## src/rtl/add_serial_nbit.sv

```systemverilog
// add_serial_nbit: digit-serial add/subtract with carry/overflow/zero flags and start/busy/done handshake
module add_serial_nbit #(
  parameter int WIDTH = 16,
  parameter int DIGIT = 4
) (
  input  logic             clk,
  input  logic             reset,
  input  logic             start,
  input  logic [WIDTH-1:0] a,
  input  logic [WIDTH-1:0] b,
  input  logic             sub,
  input  logic             signed_mode,
  output logic             busy,
  output logic             done,
  output logic [WIDTH-1:0] sum,
  output logic             carry,
  output logic             overflow,
  output logic             zero
);
  localparam int NDIG = WIDTH / DIGIT;
  localparam int KW = NDIG > 1 ? $clog2(NDIG) : 1;
  typedef enum logic [1:0] {S_IDLE, S_RUN, S_FIN} state_t;
  state_t state_q, state_d;
  logic [WIDTH-1:0] a_q, a_d, b_q, b_d, sh_q, sh_d, sum_q, sum_d, res;
  logic [KW-1:0] k_q, k_d;
  logic sub_q, sub_d, sm_q, sm_d, c_q, c_d, am_q, am_d, bm_q, bm_d;
  logic carry_q, carry_d, ovf_q, ovf_d, zero_q, zero_d;
  logic [DIGIT:0] dsum;
  logic [WIDTH+DIGIT-1:0] cat;
  logic accept, last;
  assign accept = start && state_q != S_RUN;
  assign last = state_q == S_RUN && k_q == KW'(NDIG - 1);
  assign dsum = {1'b0, a_q[DIGIT-1:0]} + {1'b0, b_q[DIGIT-1:0] ^ {DIGIT{sub_q}}} + (DIGIT+1)'(c_q);
  // new digit enters at the top; after NDIG shifts the register holds the whole result
  assign cat = {dsum[DIGIT-1:0], sh_q};
  assign res = cat[WIDTH+DIGIT-1:DIGIT];
  always_ff @(posedge clk or posedge reset) begin
    if (reset) state_q <= S_IDLE;
    else state_q <= state_d;
  end
  always_comb begin
    state_d = accept ? S_RUN : last ? S_FIN : state_q == S_FIN ? S_IDLE : state_q;
  end
  always_comb begin
    busy = state_q == S_RUN;
    done = state_q == S_FIN;
  end
  always_comb begin
    a_d = accept ? a : busy ? a_q >> DIGIT : a_q;
    b_d = accept ? b : busy ? b_q >> DIGIT : b_q;
    sub_d = accept ? sub : sub_q;
    sm_d = accept ? signed_mode : sm_q;
    am_d = accept ? a[WIDTH-1] : am_q;
    bm_d = accept ? b[WIDTH-1] ^ sub : bm_q;
    c_d = accept ? sub : busy ? dsum[DIGIT] : c_q;
    k_d = accept ? '0 : busy ? k_q + 1'b1 : k_q;
    sh_d = busy ? res : sh_q;
    sum_d = last ? res : sum_q;
    carry_d = last ? dsum[DIGIT] : carry_q;
    ovf_d = last ? (sm_q ? (am_q == bm_q) && (res[WIDTH-1] != am_q) : dsum[DIGIT] ^ sub_q) : ovf_q;
    zero_d = last ? res == '0 : zero_q;
  end
  always_ff @(posedge clk or posedge reset) begin
    if (reset) begin
      a_q <= '0;
      b_q <= '0;
      sub_q <= 1'b0;
      sm_q <= 1'b0;
      am_q <= 1'b0;
      bm_q <= 1'b0;
      c_q <= 1'b0;
      k_q <= '0;
      sh_q <= '0;
      sum_q <= '0;
      carry_q <= 1'b0;
      ovf_q <= 1'b0;
      zero_q <= 1'b0;
    end else begin
      a_q <= a_d;
      b_q <= b_d;
      sub_q <= sub_d;
      sm_q <= sm_d;
      am_q <= am_d;
      bm_q <= bm_d;
      c_q <= c_d;
      k_q <= k_d;
      sh_q <= sh_d;
      sum_q <= sum_d;
      carry_q <= carry_d;
      ovf_q <= ovf_d;
      zero_q <= zero_d;
    end
  end
  assign sum = sum_q;
  assign carry = carry_q;
  assign overflow = ovf_q;
  assign zero = zero_q;
endmodule

```

## config.mk

```make
export PLATFORM = sky130hd
export DESIGN_NAME = add_serial_nbit
export DESIGN_NICKNAME = d
export VERILOG_FILES = /design/src/rtl/add_serial_nbit.sv
export SDC_FILE = /design/constraint.sdc
export NUM_CORES = 1
export LEC_CHECK = 0
export ABC_AREA = 1
export CORE_MARGIN = 2
export CORE_UTILIZATION = 47
export DETAILED_ROUTE_END_ITERATION = 8
export PLACE_DENSITY = 0.76
export SKIP_LAST_GASP = 1
export SYNTH_ARGS = -nofsm -noshare
export SYNTH_HDL_FRONTEND = slang
export SYNTH_SLANG_ARGS = --single-unit
```

## constraint.sdc

```tcl
create_clock -name clk -period 2.37 [get_ports clk]
set_input_delay 0.474 -clock clk [delete_from_list [all_inputs] [get_ports clk]]
set_output_delay 0.474 -clock clk [all_outputs]
set_load 0.01 [all_outputs]
```

Yosys cells after proc, flatten, opt, wreduce, memory -nomap -nowiden
Cells that the tools add are included.

operators by class
  reduce and logical (&&, ||, !) cells = 6
  multiplexer cells = 12
  magnitude comparators = 0
  $add $sub $neg = 3
  multipliers = 0
  divide/modulo/power cells = 0
  bitwise logic cells = 3
  equal/unequal tests = 6
  shift-type cells = 0

operators by type and width
  kind                 count
  $mux 16              4
  $logic_not 16->1     1
  $mux 2               5
  $add 4x4->5          1
  $add 5x1->5          1
  $eq 2x2->1 const B   2
  $xor 4x4->4          1
  $logic_and 1x1->1    3
  $mux 1               3
  $reduce_bool 3->1    1
  $add 2x1->2 const B  1
  $eq 2x1->1 const B   1
  $ne 2x1->1 const B   1
  $reduce_bool 2->1    1
  $xor 1x1->1          2
  $eq 1x1->1           1
  $ne 1x1->1           1

storage, ports and cells
  output and inout bits = 21
  register bits = 76
  memories = 0
  ROM bits = 0
  logic and storage cells = 44
  input port bits = 37
  latch bits = 0
  memory bits (writable) = 0

Longest topological paths before layout
Gate-level depths: netlist of run 1.

  depth in word-level cells = 6
  depth in mapped cells = 11
  gate-level depth less buffers = 10

Least setup slack after synthesis of run 1
No wires, ideal clock.

  kind = flip-flop to flip-flop
  start point = reg sub_q
  end point = reg zero_q (netlist: zero)
  setup time = 0.065 ns
  clock period less this slack = 1.978 ns
  buffers on the path = 1
  data required time = 2.305 ns
  setup slack = 0.392 ns
  arrival time = 1.913 ns
  cell stages (with the launch flop) = 9
  cell sequence = dfrtp_1 > buf_2 > xnor2_1 > fa_1 > fa_1 > nand3_1 > nor3_1 > nand3_1 > nand2_1

between the ends
  longest elaborated chain between the ends = 4

RTL lines
  item                      RTL line  text
  start: declaration        26        logic sub_q, sub_d, sm_q, sm_d, c_q, c_d, am_q, am_d, bm_q, bm_d;
  start signal: assignment  81        sub_q <= sub_d;
  $xor 4x4->4               33        assign dsum = {1'b0, a_q[DIGIT-1:0]} + {1'b0, b_q[DIGIT-1:0] ^ {DIGIT{sub_q}}} + (DIGIT+1)'(c_q);
  $add 4x4->5               33
  $add 5x1->5               33
  $logic_not 16->1          61        zero_d = last ? res == '0 : zero_q;
  end signal: assignment    91        zero_q <= zero_d;
  end: declaration          27        logic carry_q, carry_d, ovf_q, ovf_d, zero_q, zero_d;

No other way between the ends.
A chain may end at the register's enable or synchronous reset.

Worst setup path after layout of run 1
  start point = reg state_q[1]
  end point = out busy

between the ends
  longest elaborated chain between the ends = 1

RTL lines
  item                      RTL line  text
  start: declaration        23        state_t state_q, state_d;
  start signal: assignment  39        else state_q <= state_d;
  $eq 2x1->1                45        busy = state_q == S_RUN;
  end: declaration          13        output logic busy,

No other way between the ends.

==> impl_metrics.toml, run 1 <==
[cells_and_area]
drive_above_1_share_pct = 8.29
num-nets-final = 448
num-fill-cells = 581
mostFrequentLayoutCell = "nand2_1"
fin_cells = 490
mostFrequentLayoutCells = "nand2_1, dfrtp_1, clkdlybuf4s50_1, inv_1, o21ai_1"
area.sequential_um2 = 1800
n_antenna_cell = 0
syn2layout_area_growth_pct = 27.3
multi_input_comb_area_um2 = 1140

[status]
status = "finished, final reports clean"

[logic_synthesis]
synth.area.top_cells = "dfrtp_1, nand2_1, o21ai_1"
synth_xor_area_share_pct = 1.37
synth.area.mux_share_pct = 0
asyncSetResetFlopFracSynth_pct = 100
synth_compound_area_share_pct = 12.6
synth_top_area_share_pct = 56.2
dominant_combinational_cell_family_by_area_after_synthesis = "simple AND/OR/NAND/NOR gates"
synth-seq-cells = 72
synth_seq_area_share_pct = 56.2
synth.yosys.warnings = 0
synthAdderAreaFrac_pct = 2.81
avg_inst_size_synth_um2 = 9.22
netlist-cell-type-count = 30
synthesis.instances = 348
net_count_synth = 391
syn_area_um2 = 3210
synthFlopType = "dfrtp_1"
synth_edf_count = 0
synthDominantAreaCellType = "dfrtp_1"
synth-simple-area-share_pct = 18.9

[routing]
first_iter_violations = 119
detail_route.first_pass.iterations = 4
route.vias.total = 2519
ant_nets = 0
finalWirelength_um = 6690
avgRoutedWirePerCell_um = 13.7
route.detailed.vias_per_inst = 5.14
post-route-drc-count = 0

[global_route]
grt_max_degree = 40
gr-total-overflow = 0
track_usage_pct = 19.5
first_global_vias = 2525
initial_antenna_violation_count = 0
wire_length_of_the_first_global_routing_pass_um = 11400

[power]
fin_total_pwr_mw = 5.62
power.internal_mw = 3.48
peakVddDrop_v = 0.000643
power.share.switching_pct = 38.1
power_density_nw_per_um2 = 1380
pwr-share-seq_pct = 36.0
p_sw_mw = 2.14
pwr-share-clk_pct = 21.4
power_frac_comb_pct = 42.6
power_leakage_nw = 1.90

[clock_network]
post_cts_resize_count = 0
cts.repair_timing.setup_buffer_count = 0
numClockSinks = 72
cts_htree_levels = 3
worst_setup_hold_path_clk_slew_ps = 80
tritoncts.num_buffers = 9
holdBufCountCts = 0
clock_tree.root_cell = "clkbuf_8"
clk_path_buf_depth = 2
clock_insertion_delay_worst_skew_ps = 350
clock_tree_from_tritoncts = "done"

[placed_design]
port_buffers = 57
placed_cells_incl_taps = 474
finalWeightedCongestion = 0.847
dp_wirelength_um = 4700

[sta]
max-slew-margin-rel_pct = 64.2
finalSetupTns_ps = 0
timing_worst_slew_pin_value_ps = 536
slew_viol_final = 0
finClkSkew_ps = 10.9
final_hold_viol_count = 0
achievable-frequency_mhz = 469
setup_viol_count_final = 0
setup_repair_after_global_routing_missed_its_margin = "no"
timing.final.crit_share_pct = 89.9
min_period_ps = 2130

[die]
dieArea_um2 = 7500
die_w_um = 86.6
row_count = 30
starting_utilization_of_the_core_area_pct = 48.0
die-height_um = 86.6
num_io_pins = 58
core_footprint_um2 = 6680

[critical_path]
critical_path.endpoint_type = "primary output"
critical_path_peak_fanout = 15
number_of_gates_on_the_worst_path_with_buffers_counted = 2
critical_path.top_delay_family = "buffers and inverters"
timing.critical_path.buf_inv = 1
worstPathArrival_ps = 1660
cp_slowest_stage_delay_ps = 590
timing_worst_setup_path_type = "register to primary output"
worst_setup_path_start_kind = "register"
ff_to_ff_path_depth = 10
critical_path_required_ps = 1900
critPathSlowestCell = "clkdlybuf4s50_1"
worst_path_cell_chain = "nor2_8, clkdlybuf4s50_1"

[worst_hold_path]
worst_hold_path_type = "register to register"
holdPathStages = 2

[run]
max_cap_viol_count = 0
flip-flops by register name (all words and copies together) (netlist names):
name / flops
a_q: 16
b_q: 16
sum: 16
sh_q: 12
k_q: 2
state_q: 2
am_q: 1
bm_q: 1
c_q: 1
carry: 1
overflow: 1
sm_q: 1
sub_q: 1
zero: 1
layout make-up:
type / instances / area share, %
Sequential cell: 72 / 44.1
Multi-Input combinational cell: 217 / 28.0
Timing Repair Buffer: 61 / 15.0
Inverter: 44 / 4.17
Clock buffer: 10 / 3.37
Clock inverter: 6 / 2.82
Tap cell: 80 / 2.45
through the flow:
step | area [µm²] | hold WS (ps) | util [%] | worst slack (ps)
after floorplan | 3210 | 455 | - | 71.1
after global placement | 3830 | 461 | 57.3 | 346
after detailed placement | 3830 | 464 | 57.3 | 282
after CTS | 4080 | 486 | 61.1 | 209
after global routing | 4080 | 506 | 61.1 | 85.2
final | 4080 | 481 | 61.1 | 239
path summary, 6_finish.rpt:
path	from	to	slack (ps)
setup / recovery	state_q[1]	busy	240
hold reg to reg	sum[3]	sum[3]	480
min in group asynchronous	reset	sum[0]	490
setup reg to reg	sub_q	overflow	240
hold / removal	sum[3]	sum[3]	480
max in group asynchronous	reset	a_q[9]	1290
layer usage:
layer	up-vias	share of wire [%]	track usage [%]
met5	-	0	0
met4	0	1.5	7.24
met2	81	50	33.3
li1	1247	-	-
met3	10	5.1	3.90
met1	1181	43	24.7
power groups by stage:
stage	logic, mW	clock network [mW]	registers [mW]
after floorplan	1.66	0	2.04
after global placement	2.33	0	2.02
after detailed placement	2.39	0	2.05
after CTS	2.41	1.23	2.03
after global routing	2.70	1.28	2.08
final	2.40	1.21	2.02
synthesized netlist by cell type, types with 3 or more instances:
master and count:
a21oi_1 3, buf_2 9, buf_4 4, dfrtp_1 72
ha_1 4, inv_1 39, inv_2 3, nand2_1 107
nand3_1 16, nor2_1 9, o211ai_1 8, o211ai_2 3
o21ai_1 36, o221ai_1 10, xnor2_1 3
logic make-up after synthesis:
logic type               count (synthesis)
flip-flops                              72
buffers and inverters                   59
AND/OR/NAND/NOR                        143
adder cells (fa/ha/maj)                  6
XOR/XNOR                                 5
AO/OA/AOI/OAI                           63
worst min-delay path, stage by stage (launching register included):
cell and delay (ps):
dfrtp_1 350, nand2_1 50, nand2_1 50
(Power assumes the default switching activity.)
==> run 2: changes to the inputs <==
--- a/config.mk
+++ b/config.mk
@@ -7,9 +7,9 @@
 export LEC_CHECK = 0
 export ABC_AREA = 1
 export CORE_MARGIN = 2
-export CORE_UTILIZATION = 47
+export CORE_UTILIZATION = 52
 export DETAILED_ROUTE_END_ITERATION = 8
-export PLACE_DENSITY = 0.76
+export PLACE_DENSITY = 0.79
 export SKIP_LAST_GASP = 1
 export SYNTH_ARGS = -nofsm -noshare
 export SYNTH_HDL_FRONTEND = slang
==> constraint.sdc (replaced) <==
create_clock -name clk -period 2.2 [get_ports clk]
set_input_delay 0.44 -clock clk [delete_from_list [all_inputs] [get_ports clk]]
set_output_delay 0.44 -clock clk [all_outputs]
set_load 0.01 [all_outputs]
==> impl_metrics.toml, run 2 (synthesis results as in run 1) <==
[status]
status = "finished, final reports clean"

[cells_and_area]
multi_input_comb_area_um2 = 1140
final_cell_area_um2 = 4020
drive_above_1_share_pct = 7.58
area.sequential_um2 = 1800
mostFrequentLayoutCell = "nand2_1"
mostFrequentLayoutCells = "nand2_1, dfrtp_1, clkdlybuf4s50_1, inv_1, o21ai_1"
utilization_after_layout_pct = 67.5
num-nets-final = 450
n_antenna_cell = 0
num-fill-cells = 492
syn2layout_area_growth_pct = 25.3
fin_cells = 484

[global_route]
gr-total-overflow = 0
wire_length_of_the_first_global_routing_pass_um = 10800
grt_max_degree = 73
track_usage_pct = 21.3
initial_antenna_violation_count = 0
first_global_vias = 2386

[placed_design]
dp_wirelength_um = 4380
port_buffers = 57
place_worst_setup_slack_ps = 194
placed_cell_area_um2 = 3840
placed_cells_incl_taps = 471
finalWeightedCongestion = 0.809

[sta]
final_hold_viol_count = 0
finalSetupTns_ps = 0
setup_viol_count_final = 0
achievable-frequency_mhz = 486
post-route-worst-setup-slack_ps = 144
slew_viol_final = 0
timing_worst_slew_pin_value_ps = 380
finClkSkew_ps = 5.89
hold-worst-slack_ps = 482
setup_repair_after_global_routing_missed_its_margin = "no"
min_period_ps = 2060
max-slew-margin-rel_pct = 74.6
timing.final.crit_share_pct = 93.5

[critical_path]
worst_setup_path_start_kind = "register"
critPathSlowestCell = "clkdlybuf4s50_1"
critical_path.top_delay_family = "buffers and inverters"
worstPathArrival_ps = 1620
timing_worst_setup_path_type = "register to primary output"
cp_slowest_stage_delay_ps = 590
critical_path_peak_fanout = 14
worst_path_cell_chain = "nor2_8, clkdlybuf4s50_1"
critical_path_required_ps = 1760
critical_path.endpoint_type = "primary output"
timing.critical_path.buf_inv = 1

[routing]
first_iter_violations = 140
avgRoutedWirePerCell_um = 13.2
finalWirelength_um = 6410
route.detailed.vias_per_inst = 5.15
route.vias.total = 2493
ant_nets = 0
post-route-drc-count = 0
detail_route.first_pass.iterations = 5

[die]
die_w_um = 82.5
starting_utilization_of_the_core_area_pct = 53.8
dieArea_um2 = 6810
core_footprint_um2 = 5960
num_io_pins = 58
row_count = 28
die-height_um = 82.5

[power]
pwr-share-seq_pct = 37.9
power_density_nw_per_um2 = 1430
p_sw_mw = 2.21
power.internal_mw = 3.53
pwr-share-clk_pct = 17.1
power_leakage_nw = 1.87
power.share.switching_pct = 38.5
peakVddDrop_v = 0.000636
power_frac_comb_pct = 44.9
fin_total_pwr_mw = 5.74

[clock_network]
clock_tree_from_tritoncts = "done"
numClockSinks = 72
post_cts_resize_count = 0
worst_setup_hold_path_clk_slew_ps = 70
cts.repair_timing.setup_buffer_count = 0
cts_htree_levels = 3
holdBufCountCts = 0
clock_insertion_delay_worst_skew_ps = 340
clock_tree.root_cell = "clkbuf_8"
tritoncts.num_buffers = 9
clk_path_buf_depth = 2

[worst_hold_path]
worst_hold_path_type = "register to register"

[run]
max_cap_viol_count = 0
## run 2: power by group through the flow
stage / sequential, mW / combinational (mW) / clock (mW)
final: 2.18 / 2.58 / 0.982
after global routing: 2.24 / 2.93 / 1.04
after CTS: 2.18 / 2.61 / 0.987
after detailed placement: 2.20 / 2.59 / 0
after global placement: 2.17 / 2.51 / 0
after floorplan: 2.19 / 1.79 / 0
## run 2: worst register-to-register path: cells and delay by family, from the launching register on
family                     cells  cell delay, ps
adders and majority gates      2             850
xor gates and xnor gates       2             430
DFF                            1             410
and+or+nand+nor                3             230
## run 2: cell type report
class                           count  area share (%)
Sequential cell                    72            44.8
Multi-Input combinational cell    217            28.5
Timing Repair Buffer               63            15.6
Inverter                           44            4.33
Clock buffer                       12            3.61
Tap cell                           75            2.34
Clock inverter                      1           0.747
## run 2: worst paths after layout
| check | from | endpoint | slack [ps] | depth (start not counted) |
|---|---|---|---|---|
| max in group asynchronous | reset | am_q | 1360 | 3 |
| worst max-delay path | state_q[1] | busy | 140 | 2 |
| worst min register to register | sum[0] | sum[0] | 480 | 2 |
| worst min-delay path | sum[0] | sum[0] | 480 | 2 |
| worst max register to register | b_q[0] | zero | 170 | 7 |
| min in group asynchronous | reset | sum[15] | 530 | 3 |
## run 2: routing by layer
layer / track usage [%] / vias to the layer above / wire, µm / share of wire [%]
met2: 34.4 / 67 / 3100 / 48
met3: 4.35 / 9 / 321 / 5.0
met4: 8.85 / 0 / 111 / 1.7
met1: 28.1 / 1168 / 2880 / 45
met5: 0 / - / 0 / 0
li1: - / 1249 / - / -
==> run 3: changes to the inputs <==
--- a/config.mk
+++ b/config.mk
@@ -8,7 +8,9 @@
 export ABC_AREA = 1
 export CORE_MARGIN = 2
 export CORE_UTILIZATION = 52
+export CTS_CLUSTER_SIZE = 28
 export DETAILED_ROUTE_END_ITERATION = 8
+export GPL_TIMING_DRIVEN = 0
 export PLACE_DENSITY = 0.79
 export SKIP_LAST_GASP = 1
 export SYNTH_ARGS = -nofsm -noshare
==> impl_metrics.toml, run 3 (synthesis results as in run 1) <==
[global_route]
initial_antenna_violation_count = 0
grt_max_degree = 40
grt.met1_usage_pct = 28.3
gr-usage-met2_pct = 41.5
track_usage_pct = 23.9
gr-total-overflow = 0
first_global_vias = 2645
met3_usage_pct = 6.09
wire_length_of_the_first_global_routing_pass_um = 12000
global_route.peak_usage_layer = "met2"

[sta]
finalSetupTns_ps = 0
hold-worst-slack_ps = 490
timing_worst_slew_pin_value_ps = 848
finClkSkew_ps = 6.83
final_hold_viol_count = 0
achievable-frequency_mhz = 473
timing.final.crit_share_pct = 96.1
min_period_ps = 2110
post-route-worst-setup-slack_ps = 85.3
max-slew-margin-rel_pct = 43.3
slew_viol_final = 0
setup_viol_count_final = 0
setup_repair_after_global_routing_missed_its_margin = "yes"

[critical_path]
worstReg2RegStart = "sub_q"
reg2reg_slack_ps = 90
worstPathArrival_ps = 2410
critical_path_required_ps = 2500
regToRegEndpoint = "zero"
worst_setup_path_start_kind = "register"
critical_path.endpoint_type = "register"
timing_worst_setup_path_type = "register to register"
critical_path_peak_fanout = 5
ff_to_ff_path_depth = 8

[routing]
post-route-drc-count = 0
avgRoutedWirePerCell_um = 14.8
route.vias.total = 2655
ant_nets = 0
route.detailed.vias_per_inst = 5.34
detail_route.first_pass.iterations = 5
first_iter_violations = 158
finalWirelength_um = 7370

[power]
power_density_nw_per_um2 = 1490
power.share.switching_pct = 39.8
pwr-share-seq_pct = 35.2
power.internal_mw = 3.73
p_sw_mw = 2.46
peakVddDrop_v = 0.000741
pwr-share-clk_pct = 18.8
power_leakage_nw = 1.94
power_frac_comb_pct = 46.0
fin_total_pwr_mw = 6.19

[cells_and_area]
syn2layout_area_growth_pct = 29.1
final_cell_area_um2 = 4140
drive_above_1_share_pct = 11.6
utilization_after_layout_pct = 69.5
mostFrequentLayoutCells = "nand2_1, dfrtp_1, clkdlybuf4s50_1, inv_1, o21ai_1"
mostFrequentLayoutCell = "nand2_1"
num-nets-final = 460
n_antenna_cell = 0
fin_cells = 497

[clock_network]
worst_setup_hold_path_clk_slew_ps = 80
clk_path_buf_depth = 2
cts_htree_levels = 3
tritoncts.num_buffers = 9
clock_tree.root_cell = "clkbuf_8"
clock_insertion_delay_worst_skew_ps = 350
numClockSinks = 72
holdBufCountCts = 0
clock_tree_from_tritoncts = "done"

[die]
starting_utilization_of_the_core_area_pct = 53.8
row_count = 28
num_io_pins = 58
die-height_um = 82.5
core_footprint_um2 = 5960
die_w_um = 82.5
dieArea_um2 = 6810

[status]
status = "finished, final reports clean"

[placed_design]
placed_cell_area_um2 = 3890
port_buffers = 57
place_worst_setup_slack_ps = 9.51
finalWeightedCongestion = 0.851
placed_cells_incl_taps = 481
dp_wirelength_um = 5170

[worst_hold_path]
worstHoldStart = "sum[0]"
worst_hold_path_type = "register to register"
hold-path-endpoint = "sum[0]"
holdPathStages = 2

[run]
max_cap_viol_count = 0
==> run 3: changes by cell type in the layout (fill, tap and decap cells not counted), moves of 2 or more <==
cell,previous run,this run
buf_2,0,9
buf_4,5,3
clkinv_2,0,2
fa_1,2,0
fa_2,0,2
==> run 3: critical path, stage by stage (launching register included) <==
cell and delay [ps]:
dfrtp_1 360, buf_2 160, xnor2_1 150, fa_2 360
fa_2 580, nand3_1 100, nor3_2 190, nand3_1 100
nand2_1 70
==> run 3: per-layer routing <==
metal	part of all wire [%]	vias up
met3	5.3	20
met2	49	96
met1	43	1266
li1	-	1273
met5	0	-
met4	2.5	0
==> run 3: worst max path at each step <==
stage | depth (start not counted) | slack, ps | end | from
final | 8 | 90 | zero | sub_q
after global routing | 8 | 0.8 | zero | sub_q
after CTS | 8 | 7 | zero | sub_q
after detailed placement | 8 | 10 | zero | sub_q
after global placement | 8 | 20 | zero | sub_q
after floorplan | 8 | 220 | zero | sub_q
==> run 3: layout make-up <==
class | instances | area [µm²]
Inverter | 44 | 174
Multi-Input combinational cell | 217 | 1160
Clock buffer | 9 | 124
Buffer | 14 | 90.1
Tap cell | 75 | 93.8
Timing Repair Buffer | 59 | 601
Fill cell | 474 | 1810
Sequential cell | 72 | 1800
Clock inverter | 7 | 95.1
==> run 3: power groups by stage <==
stage	clock, mW	sequential (mW)	combinational [mW]
2_1_floorplan	0	2.19	1.79
3_3_place_gp	0	2.16	2.61
3_5_place_dp	0	2.19	2.72
4_1_cts	1.17	2.18	2.80
5_1_grt	1.22	2.23	3.17
6_report	1.16	2.18	2.85
==> run 3: what timing repair did <==
item                       4_1_cts  5_1_grt
setup endpoints to repair        2        3
setup buffers                    0        1
resized for setup                2        5
